===== config.mk =====
export PLATFORM = sky130hd
export DESIGN_NAME = grid_cursor_ctrl
export DESIGN_NICKNAME = d
export VERILOG_FILES = /design/src/rtl/grid_pkg.sv /design/src/rtl/grid_cursor_ctrl_btn_sync.sv /design/src/rtl/grid_cursor_ctrl.sv
export SDC_FILE = /design/constraint.sdc
export NUM_CORES = 1
export LEC_CHECK = 0
export CORE_ASPECT_RATIO = 0.7
export CORE_UTILIZATION = 35
export DETAILED_ROUTE_END_ITERATION = 10
export HOLD_SLACK_MARGIN = 0.15
export PLACE_DENSITY = 0.57
export SKIP_LAST_GASP = 1
export SYNTH_ARGS = -nofsm -noshare
export SYNTH_HDL_FRONTEND = slang
export SYNTH_HIERARCHICAL = 1
export SYNTH_SLANG_ARGS = --single-unit

===== constraint.sdc =====
create_clock -name clk -period 8.1 [get_ports clk]
set_input_delay 1.215 -clock clk [delete_from_list [all_inputs] [get_ports clk]]
set_output_delay 1.215 -clock clk [all_outputs]
set_load 0.005 [all_outputs]

===== src/rtl/grid_pkg.sv =====
// Shared types and default grid geometry for the mole-grid cursor, display and hit-check blocks.
`default_nettype none

package grid_pkg;

  localparam int DEF_ROWS = 3;
  localparam int DEF_COLS = 3;

  typedef enum logic [2:0] {
    NONE,
    UP,
    DOWN,
    LEFT,
    RIGHT
  } dir_t;

  typedef enum logic [1:0] {
    IDLE,
    HOLD,
    REPEAT
  } rep_state_t;

  function automatic int imax(input int a, input int b);
    return (a > b) ? a : b;
  endfunction

endpackage

`default_nettype wire


===== src/rtl/grid_cursor_ctrl_btn_sync.sv =====
// Two-flop synchroniser for one raw push-button level.
`default_nettype none

module btn_sync (
  input  logic clk,
  input  logic rst_n,
  input  logic d,
  output logic q
);

  logic meta;

  always_ff @(posedge clk or negedge rst_n) begin
    if (!rst_n) begin
      meta <= 1'b0;
      q    <= 1'b0;
    end else begin
      meta <= d;
      q    <= meta;
    end
  end

endmodule

`default_nettype wire


===== src/rtl/grid_cursor_ctrl.sv =====
// ROWSxCOLS grid cursor: synchronised buttons, edge-triggered steps with hold-to-repeat,
// wrap or saturate at the edges, registered position outputs.
`default_nettype none

module grid_cursor_ctrl
  import grid_pkg::*;
#(
  parameter int ROWS         = DEF_ROWS,
  parameter int COLS         = DEF_COLS,
  parameter int WRAP         = 1,
  parameter int REPEAT_DELAY = 8,
  parameter int REPEAT_RATE  = 4
) (
  input  logic                          clk,
  input  logic                          rst_n,
  input  logic                          enable,
  input  logic                          btn_up,
  input  logic                          btn_down,
  input  logic                          btn_left,
  input  logic                          btn_right,
  output logic [$clog2(ROWS*COLS)-1:0]  pos,
  output logic [$clog2(ROWS)-1:0]       row,
  output logic [$clog2(COLS)-1:0]       col,
  output logic                          moved
);

  localparam int PW   = $clog2(ROWS*COLS);
  localparam int RW   = $clog2(ROWS);
  localparam int CW   = $clog2(COLS);
  localparam int CNTW = $clog2(imax(REPEAT_DELAY, REPEAT_RATE));

  localparam logic [RW-1:0]   ROW_LAST  = RW'(ROWS - 1);
  localparam logic [CW-1:0]   COL_LAST  = CW'(COLS - 1);
  localparam logic [CNTW-1:0] CNT_DELAY = CNTW'(REPEAT_DELAY - 1);
  localparam logic [CNTW-1:0] CNT_RATE  = CNTW'(REPEAT_RATE - 1);

  logic s_up, s_down, s_left, s_right;

  btn_sync u_sync_up    (.clk(clk), .rst_n(rst_n), .d(btn_up),    .q(s_up));
  btn_sync u_sync_down  (.clk(clk), .rst_n(rst_n), .d(btn_down),  .q(s_down));
  btn_sync u_sync_left  (.clk(clk), .rst_n(rst_n), .d(btn_left),  .q(s_left));
  btn_sync u_sync_right (.clk(clk), .rst_n(rst_n), .d(btn_right), .q(s_right));

  dir_t            req, dir_q, dir_n, step_dir;
  rep_state_t      state, state_n;
  logic [CNTW-1:0] cnt, cnt_n;
  logic [RW-1:0]   row_n;
  logic [CW-1:0]   col_n;
  logic [PW-1:0]   pos_n;
  logic            moved_n;

  // Only a single pressed button is a request; chords cancel out.
  always_comb begin
    req = NONE;
    case ({s_up, s_down, s_left, s_right})
      4'b1000: req = UP;
      4'b0100: req = DOWN;
      4'b0010: req = LEFT;
      4'b0001: req = RIGHT;
      default: req = NONE;
    endcase
  end

  always_comb begin
    state_n  = state;
    cnt_n    = cnt;
    dir_n    = dir_q;
    step_dir = NONE;
    if (!enable) begin
      state_n = IDLE;
      cnt_n   = '0;
      dir_n   = NONE;
    end else begin
      case (state)
        IDLE: begin
          if (req != NONE) begin
            step_dir = req;
            dir_n    = req;
            cnt_n    = CNT_DELAY;
            state_n  = HOLD;
          end
        end
        HOLD, REPEAT: begin
          // A dropped or changed request always goes back through IDLE.
          if (req != dir_q) begin
            state_n = IDLE;
            cnt_n   = '0;
            dir_n   = NONE;
          end else if (cnt == '0) begin
            step_dir = dir_q;
            cnt_n    = CNT_RATE;
            state_n  = REPEAT;
          end else begin
            cnt_n = cnt - CNTW'(1);
          end
        end
        default: begin
          state_n = IDLE;
          cnt_n   = '0;
          dir_n   = NONE;
        end
      endcase
    end
  end

  always_comb begin
    row_n = row;
    col_n = col;
    case (step_dir)
      UP: begin
        if (row != '0)    row_n = row - RW'(1);
        else if (WRAP != 0) row_n = ROW_LAST;
      end
      DOWN: begin
        if (row != ROW_LAST) row_n = row + RW'(1);
        else if (WRAP != 0)  row_n = '0;
      end
      LEFT: begin
        if (col != '0)    col_n = col - CW'(1);
        else if (WRAP != 0) col_n = COL_LAST;
      end
      RIGHT: begin
        if (col != COL_LAST) col_n = col + CW'(1);
        else if (WRAP != 0)  col_n = '0;
      end
      default: ;
    endcase
    moved_n = (row_n != row) || (col_n != col);
    pos_n   = PW'(row_n) * PW'(COLS) + PW'(col_n);
  end

  always_ff @(posedge clk or negedge rst_n) begin
    if (!rst_n) begin
      state <= IDLE;
      cnt   <= '0;
      dir_q <= NONE;
      row   <= '0;
      col   <= '0;
      pos   <= '0;
      moved <= 1'b0;
    end else begin
      state <= state_n;
      cnt   <= cnt_n;
      dir_q <= dir_n;
      moved <= moved_n;
      if (moved_n) begin
        row <= row_n;
        col <= col_n;
        pos <= pos_n;
      end
    end
  end

endmodule

`default_nettype wire


==> run metrics, run 1 <==
core area 4530 sq um; first-pass GRT wire length approximately 6.3 mm; number of input and output port buffers inserted 15; setup slack on the worst flop-to-flop path 3.97 ns; Clock Skews 0.0124 ns; total global routing overflow 0; clock period minus final worst setup slack approximately 4.2 ns; number of setup buffers added after CTS 0; total power density per cell area ~320 nW/um^2; clock tree buffer depth 2; Final Max Tran Viols 0; number of cells in the finished layout apart from fillers 259; biggest cell delay along the critical path 0.65 ns; nets@finish ~220; share of final-layout standard cells stronger than drive strength 1 between 10% and 20%; 1st-pass router iterations 4; syn avg cell area roughly 9.7 sq um; achievable clock frequency between 200 and 250 MHz; total of max-cap violations 0; detailed router's first-iteration violation count 67; aggregate routed wire length 3.66 mm; power after layout 642 uW; unique cell type count in the Yosys netlist 53; Post-synth top flop sky130_fd_sc_hd__dfrtp_1; count of warnings emitted by yosys 6; DPL Wire Length between 2 and 3 mm; EDFF count, synth 0; Die Span Y 60.8 microns; sequential cell area fraction in the yosys report 36.2%; Final TNS setup 0 ns; proportion of register bits with asynchronous set or reset after synthesis 100%; CTS Buf Count 3; final standard cell utilization of the core 43.8%; routed via count divided by cell count 5.23; num ports 16; run status finished, final reports clean; Residual DRC 0; Leakage roughly 0.85 nW; most frequent cell on the critical path sky130_fd_sc_hd__ha_1; final number of hold-violating endpoints 0; total number of placement rows 20; clock transition at the register clock pins on the worst setup and hold paths after CTS 0.09 ns; clock latency reported for the late side of the worst-skew pair 0.27 ns; number of synthesized register bits 25; startpoint types input port; Total Routing Usage GR 15.8%; number of levels in the clock H-tree 1; measured slew at the worst slew-check pin 0.637 ns; Routed Antenna Nets 0; antenna violations before repair 0; arrival time at the worst endpoint 4.37 ns; RSZ-0062 raised after global routing no; synthesized netlist cell count between 150 and 200; final critical-path share of the clock period 51.8%; number of resized instances in the post-cts repair step 0; maximum number of pins on one net before global-route repair 26; critical path, cell by cell clkdlybuf4s50_1, nand2b_1, or4b_1, o211ai_2, xnor2_1, ha_1, ha_1, ha_1, or2_2, a2bb2oi_1, mux2_4; relative slew slack around 57%; CTS Root Cell sky130_fd_sc_hd__clkbuf_8; via count of the first global-routing pass 1264; required time reported for the critical path endpoint just over 8 ns; Critical Path Sink Type register; maximum ir drop on the vdd rail 0.0759 mV; Post-Synthesis Net Count 200; most common cell after layout, fill and taps aside sky130_fd_sc_hd__dfrtp_1; starting utilization of the core area about two fifths; signed area change from the synthesized netlist to the final layout 14.7%; number of vias after detailed routing about 1400; Hold Path Class register to register; antenna fix cells 0; CTS Hold Buffers Added 0; floorplan die width between 80 and 90 microns; number of sinks handled by clock tree synthesis 25; largest fanout on the critical path 9; critical path start-end classification input port to register; # placed instances 255; most used cells in the layout excluding fill and tap cells 25 x sky130_fd_sc_hd__dfrtp_1, 16 x sky130_fd_sc_hd__inv_1, 15 x sky130_fd_sc_hd__ha_1, 15 x sky130_fd_sc_hd__clkdlybuf4s50_1, 13 x sky130_fd_sc_hd__nand2_1; overall die area 5230 sq um; average wire per cell in the routed design 14.1 microns; slowest stage cell, crit path sky130_fd_sc_hd__clkdlybuf4s50_1; clock tree from TritonCTS yes; Placer Congestion 0.875; summed instance area of the synthesized netlist 1730 sq um; number of failing setup endpoints in the final timing report 0
==> per-layer routing <==
metal	vias to the layer above	track usage, %	part of all wire (%)
met5	-	0	0
met1	646	23.3	53
met4	0	4.05	0.87
met3	4	3.95	4.2
met2	27	23.0	42
li1	677	-	-
==> worst max-delay path: cells and delay by family <==
kind / cells / cell delay (ns)
adder cells (fa/ha/maj): 3 / 0.65
AO/OA/AOI/OAI: 2 / 0.27
AND/OR/NAND/NOR: 3 / 1.16
multiplexers: 1 / 0.27
XOR/XNOR: 1 / 0.15
buffers and inverters: 1 / 0.65
==> synthesized netlist by cell type (4+ instances only) <==
cell type,number,area (sq um)
sky130_fd_sc_hd__a21oi_1,8,40.0
sky130_fd_sc_hd__nor3_1,4,20.0
sky130_fd_sc_hd__nand2b_1,4,25.0
sky130_fd_sc_hd__nor2_1,8,30.0
sky130_fd_sc_hd__ha_1,15,188
sky130_fd_sc_hd__mux2_4,4,60.1
sky130_fd_sc_hd__dfrtp_1,25,626
sky130_fd_sc_hd__nand4_1,5,31.3
sky130_fd_sc_hd__xnor2_1,5,43.8
sky130_fd_sc_hd__xor2_1,6,52.6
sky130_fd_sc_hd__nand3b_1,4,30.0
sky130_fd_sc_hd__o21ai_0,7,35.0
sky130_fd_sc_hd__inv_1,16,60.1
sky130_fd_sc_hd__nand2_1,13,48.8
==> per-stage QoR <==
stage / setup WS, ns / instance area [sq um] / hold slack [ns]
final: 3.90 / 1980 / 0.352
after global routing: 3.71 / 1980 / 0.370
after CTS: 3.91 / 1980 / 0.355
after detailed placement: 3.62 / 1940 / 0.335
after global placement: 3.75 / 1940 / 0.337
after floorplan: 4.26 / 1730 / 0.331
==> kinds of logic (layout without fill, tap and decap cells) <==
group / after synthesis / count (layout) / share of synthesized area, %
and+or+nand+nor: 54 / 54 / 18.4
AOI/OAI and AO/OA: 47 / 47 / 20.0
DFF: 25 / 25 / 36.2
buffers and inverters: 22 / 37 / 5.50
adders and majority gates: 15 / 15 / 10.9
xor gates and xnor gates: 11 / 11 / 5.58
muxes: 4 / 4 / 3.48
==> flip-flops by register name (all words and copies together) (netlist names), 2 cells and up <==
| name | count |
|---|---|
| cnt | 3 |
| dir_q | 3 |
| state | 2 |
| row | 2 |
| pos | 4 |
| col | 2 |
==> layout make-up <==
type / instances / area [sq um]
fill: 426 / 2550
multi-input combinational: 131 / 1010
sequential: 25 / 626
timing repair buffer: 16 / 158
tap: 66 / 82.6
inverter: 17 / 63.8
clock buffer: 4 / 45.0
==> report_power, final <==
group / internal (mW) / total, mW / switching, mW / leakage (nW)
Combinational: 0.182 / 0.372 / 0.190 / 0.522
Clock: 0.0352 / 0.0752 / 0.0400 / 0.0228
Sequential: 0.160 / 0.194 / 0.0345 / 0.309
Total: 0.377 / 0.642 / 0.265 / 0.854
==> final timing paths <==
kind	from	to	cells after the start
worst min register to register	u_sync_up/meta	u_sync_up/q	0
worst max register to register	state[1]	pos[3]	14
max in group asynchronous	rst_n	row[1]	2
min in group asynchronous	rst_n	dir_q[1]	2
worst min-delay path	u_sync_up/meta	u_sync_up/q	0
worst max-delay path	enable	pos[3]	11
(Power assumes the default switching activity.)
==> run 2, diff against run 1 <==
==> constraint.sdc (replaced) <==
create_clock -name clk -period 4 [get_ports clk]
set_input_delay 0.6 -clock clk [delete_from_list [all_inputs] [get_ports clk]]
set_output_delay 0.6 -clock clk [all_outputs]
set_load 0.005 [all_outputs]
==> run metrics, run 2 (synthesized netlist as in run 1, its figures left out) <==
Clock Skews around 0.0084 ns; via count of the first global-routing pass 1279; number of cells in the finished layout apart from fillers about 260; Placer Congestion 0.877; max FFs per register 4; total power density per cell area between 600 and 700 nW/um^2; Worst R2R End pos[3]; Largest regs pos x4, cnt x3, dir_q x3; detailed router's first-iteration violation count 69; core area 4530 sq um; endpoint with the worst hold slack u_sync_right/q; number of input and output port buffers inserted 15; # placed instances between 200 and 300; number of failing setup endpoints in the final timing report 0; routed via count divided by cell count 5.33; average wire per cell in the routed design 13.8 microns; number of vias after detailed routing 1403; Die Span Y about 61 microns; run status finished, final reports clean; measured slew at the worst slew-check pin 0.668 ns; final standard cell utilization of the core 44.5%; CTS Hold Buffers Added 0; critical path start-end classification register to register; Final TNS setup 0 ns; setup slack after layout 0.255 ns; most frequent cell on the critical path sky130_fd_sc_hd__ha_1; nets@finish 220; CTS Root Cell sky130_fd_sc_hd__clkbuf_8; first-pass GRT wire length 6.07 mm; slowest stage cell, crit path sky130_fd_sc_hd__or4b_4; total number of placement rows 20; setup slack on the worst flop-to-flop path 0.25 ns; family of cells with the greatest summed delay on the critical path compound AO/OA/AOI/OAI gates; DPL Wire Length 2.78 mm; total of max-cap violations 0; post-placement worst setup slack 0.210 ns; CTS Buf Count 3; startpoint types register; launch instance of the worst register-to-register path u_sync_left/q; maximum ir drop on the vdd rail roughly 0.23 mV; signed area change from the synthesized netlist to the final layout 16.7%; num ports 16; required time reported for the critical path endpoint ~4.2 ns; Critical Path Sink Type register; number of resized instances in the post-cts repair step 0; most used cells in the layout excluding fill and tap cells 25 x sky130_fd_sc_hd__dfrtp_1, 16 x sky130_fd_sc_hd__inv_1, 15 x sky130_fd_sc_hd__ha_1, 15 x sky130_fd_sc_hd__clkdlybuf4s50_1, 13 x sky130_fd_sc_hd__nand2_1; startpoint of the lowest-slack hold path u_sync_right/meta; biggest cell delay along the critical path 0.61 ns; clock tree buffer depth 2; 1st-pass router iterations 4; aggregate routed wire length 3.64 mm; Residual DRC 0; RSZ-0062 raised after global routing no; cells on worst reg2reg path 13; antenna fix cells 0; number of sinks handled by clock tree synthesis 25; Total Routing Usage GR 15.2%; clock latency reported for the late side of the worst-skew pair 0.27 ns; overall die area 5230 sq um; starting utilization of the core area 38.1%; maximum number of pins on one net before global-route repair 26; clock period minus final worst setup slack 3.75 ns; Routed Antenna Nets 0; Final Max Tran Viols 0; number of setup buffers added after CTS 0; clock transition at the register clock pins on the worst setup and hold paths after CTS 0.09 ns; most common cell after layout, fill and taps aside sky130_fd_sc_hd__dfrtp_1; critical path, cell by cell or4b_4, o41ai_1, o41ai_2, a22o_1, a21oi_2, o211ai_2, xnor2_1, ha_1, ha_1, ha_1, or2_2, a2bb2oi_1, mux2_4; share of final-layout standard cells stronger than drive strength 1 13.2%; floorplan die width around 86 microns; clock tree from TritonCTS yes; Hold Path Class register to register; antenna violations before repair 0; Hold Path Cell Cnt 0; largest fanout on the critical path 8; fill cell total of the finished layout ~430; Worst Hold Slack 0.358 ns; number of levels in the clock H-tree 1; Buf/Inv on CP 0; total global routing overflow 0; final critical-path share of the clock period 93.6%; relative slew slack 55.2%; achievable clock frequency 267 MHz; final number of hold-violating endpoints 0; Top reg by flops pos; Leakage 0.871 nW; arrival time at the worst endpoint 3.91 ns
-- run 2: changes by cell type in the layout (fill, tap and decap cells not counted), sizes merged --
| cell | before | now |
|---|---|---|
| clkinvlp | 0 | 1 |
| buf | 1 | 5 |
| clkbuf | 4 | 3 |
-- run 2: stage by stage --
stage | instance area, sq um | power (mW)
4_1_cts | 2020 | 1.30
3_3_place_gp | 1970 | 1.13
5_1_grt | 2020 | 1.42
2_1_floorplan | 1730 | 0.911
6_report | 2020 | 1.30
3_5_place_dp | 1970 | 1.13
-- run 2: routing by layer --
metal / global-route usage [%] / share of wire [%] / vias to the layer above
li1: - / - / 685
met1: 22.1 / 53 / 685
met5: 0 / 0 / -
met3: 3.27 / 4.4 / 4
met2: 23.4 / 42 / 29
met4: 3.10 / 0.69 / 0
-- run 2: layout make-up --
| cell class | count | area [sq um] | area share [%] |
|---|---|---|---|
| clock inverters | 1 | 7.51 | 0.372 |
| clock buffers | 3 | 41.3 | 2.05 |
| flip-flops and latches | 25 | 626 | 31.0 |
| well taps | 66 | 82.6 | 4.10 |
| multi-input cells | 131 | 1010 | 50.0 |
| inverters | 17 | 63.8 | 3.17 |
| repair buffers | 20 | 188 | 9.31 |
-- run 2: power breakdown --
part	switching, mW	total, mW	internal [mW]
registers	0.0712	0.395	0.323
logic	0.378	0.749	0.372
clock network	0.0831	0.154	0.0706
-- run 2: worst max-delay path by stage --
stage | from | to | slack (ns) | depth (start not counted)
after detailed placement | state[1] | pos[3] | 0.21 | 14
after floorplan | state[1] | pos[3] | 0.44 | 14
after CTS | state[1] | pos[3] | 0.18 | 14
final | u_sync_left/q | pos[3] | 0.25 | 13
after global routing | state[1] | pos[3] | 0.06 | 14
after global placement | state[1] | pos[3] | 0.30 | 14
==> run 3, diff against run 2 <==
--- a/config.mk
+++ b/config.mk
@@ -5,6 +5,7 @@
 export SDC_FILE = /design/constraint.sdc
 export NUM_CORES = 1
 export LEC_CHECK = 0
+export CAP_MARGIN = 10
 export CORE_ASPECT_RATIO = 0.7
 export CORE_UTILIZATION = 35
 export DETAILED_ROUTE_END_ITERATION = 10
==> results of run 3 <==
The final DEF is identical to that of run 2; final timing and power are the same.
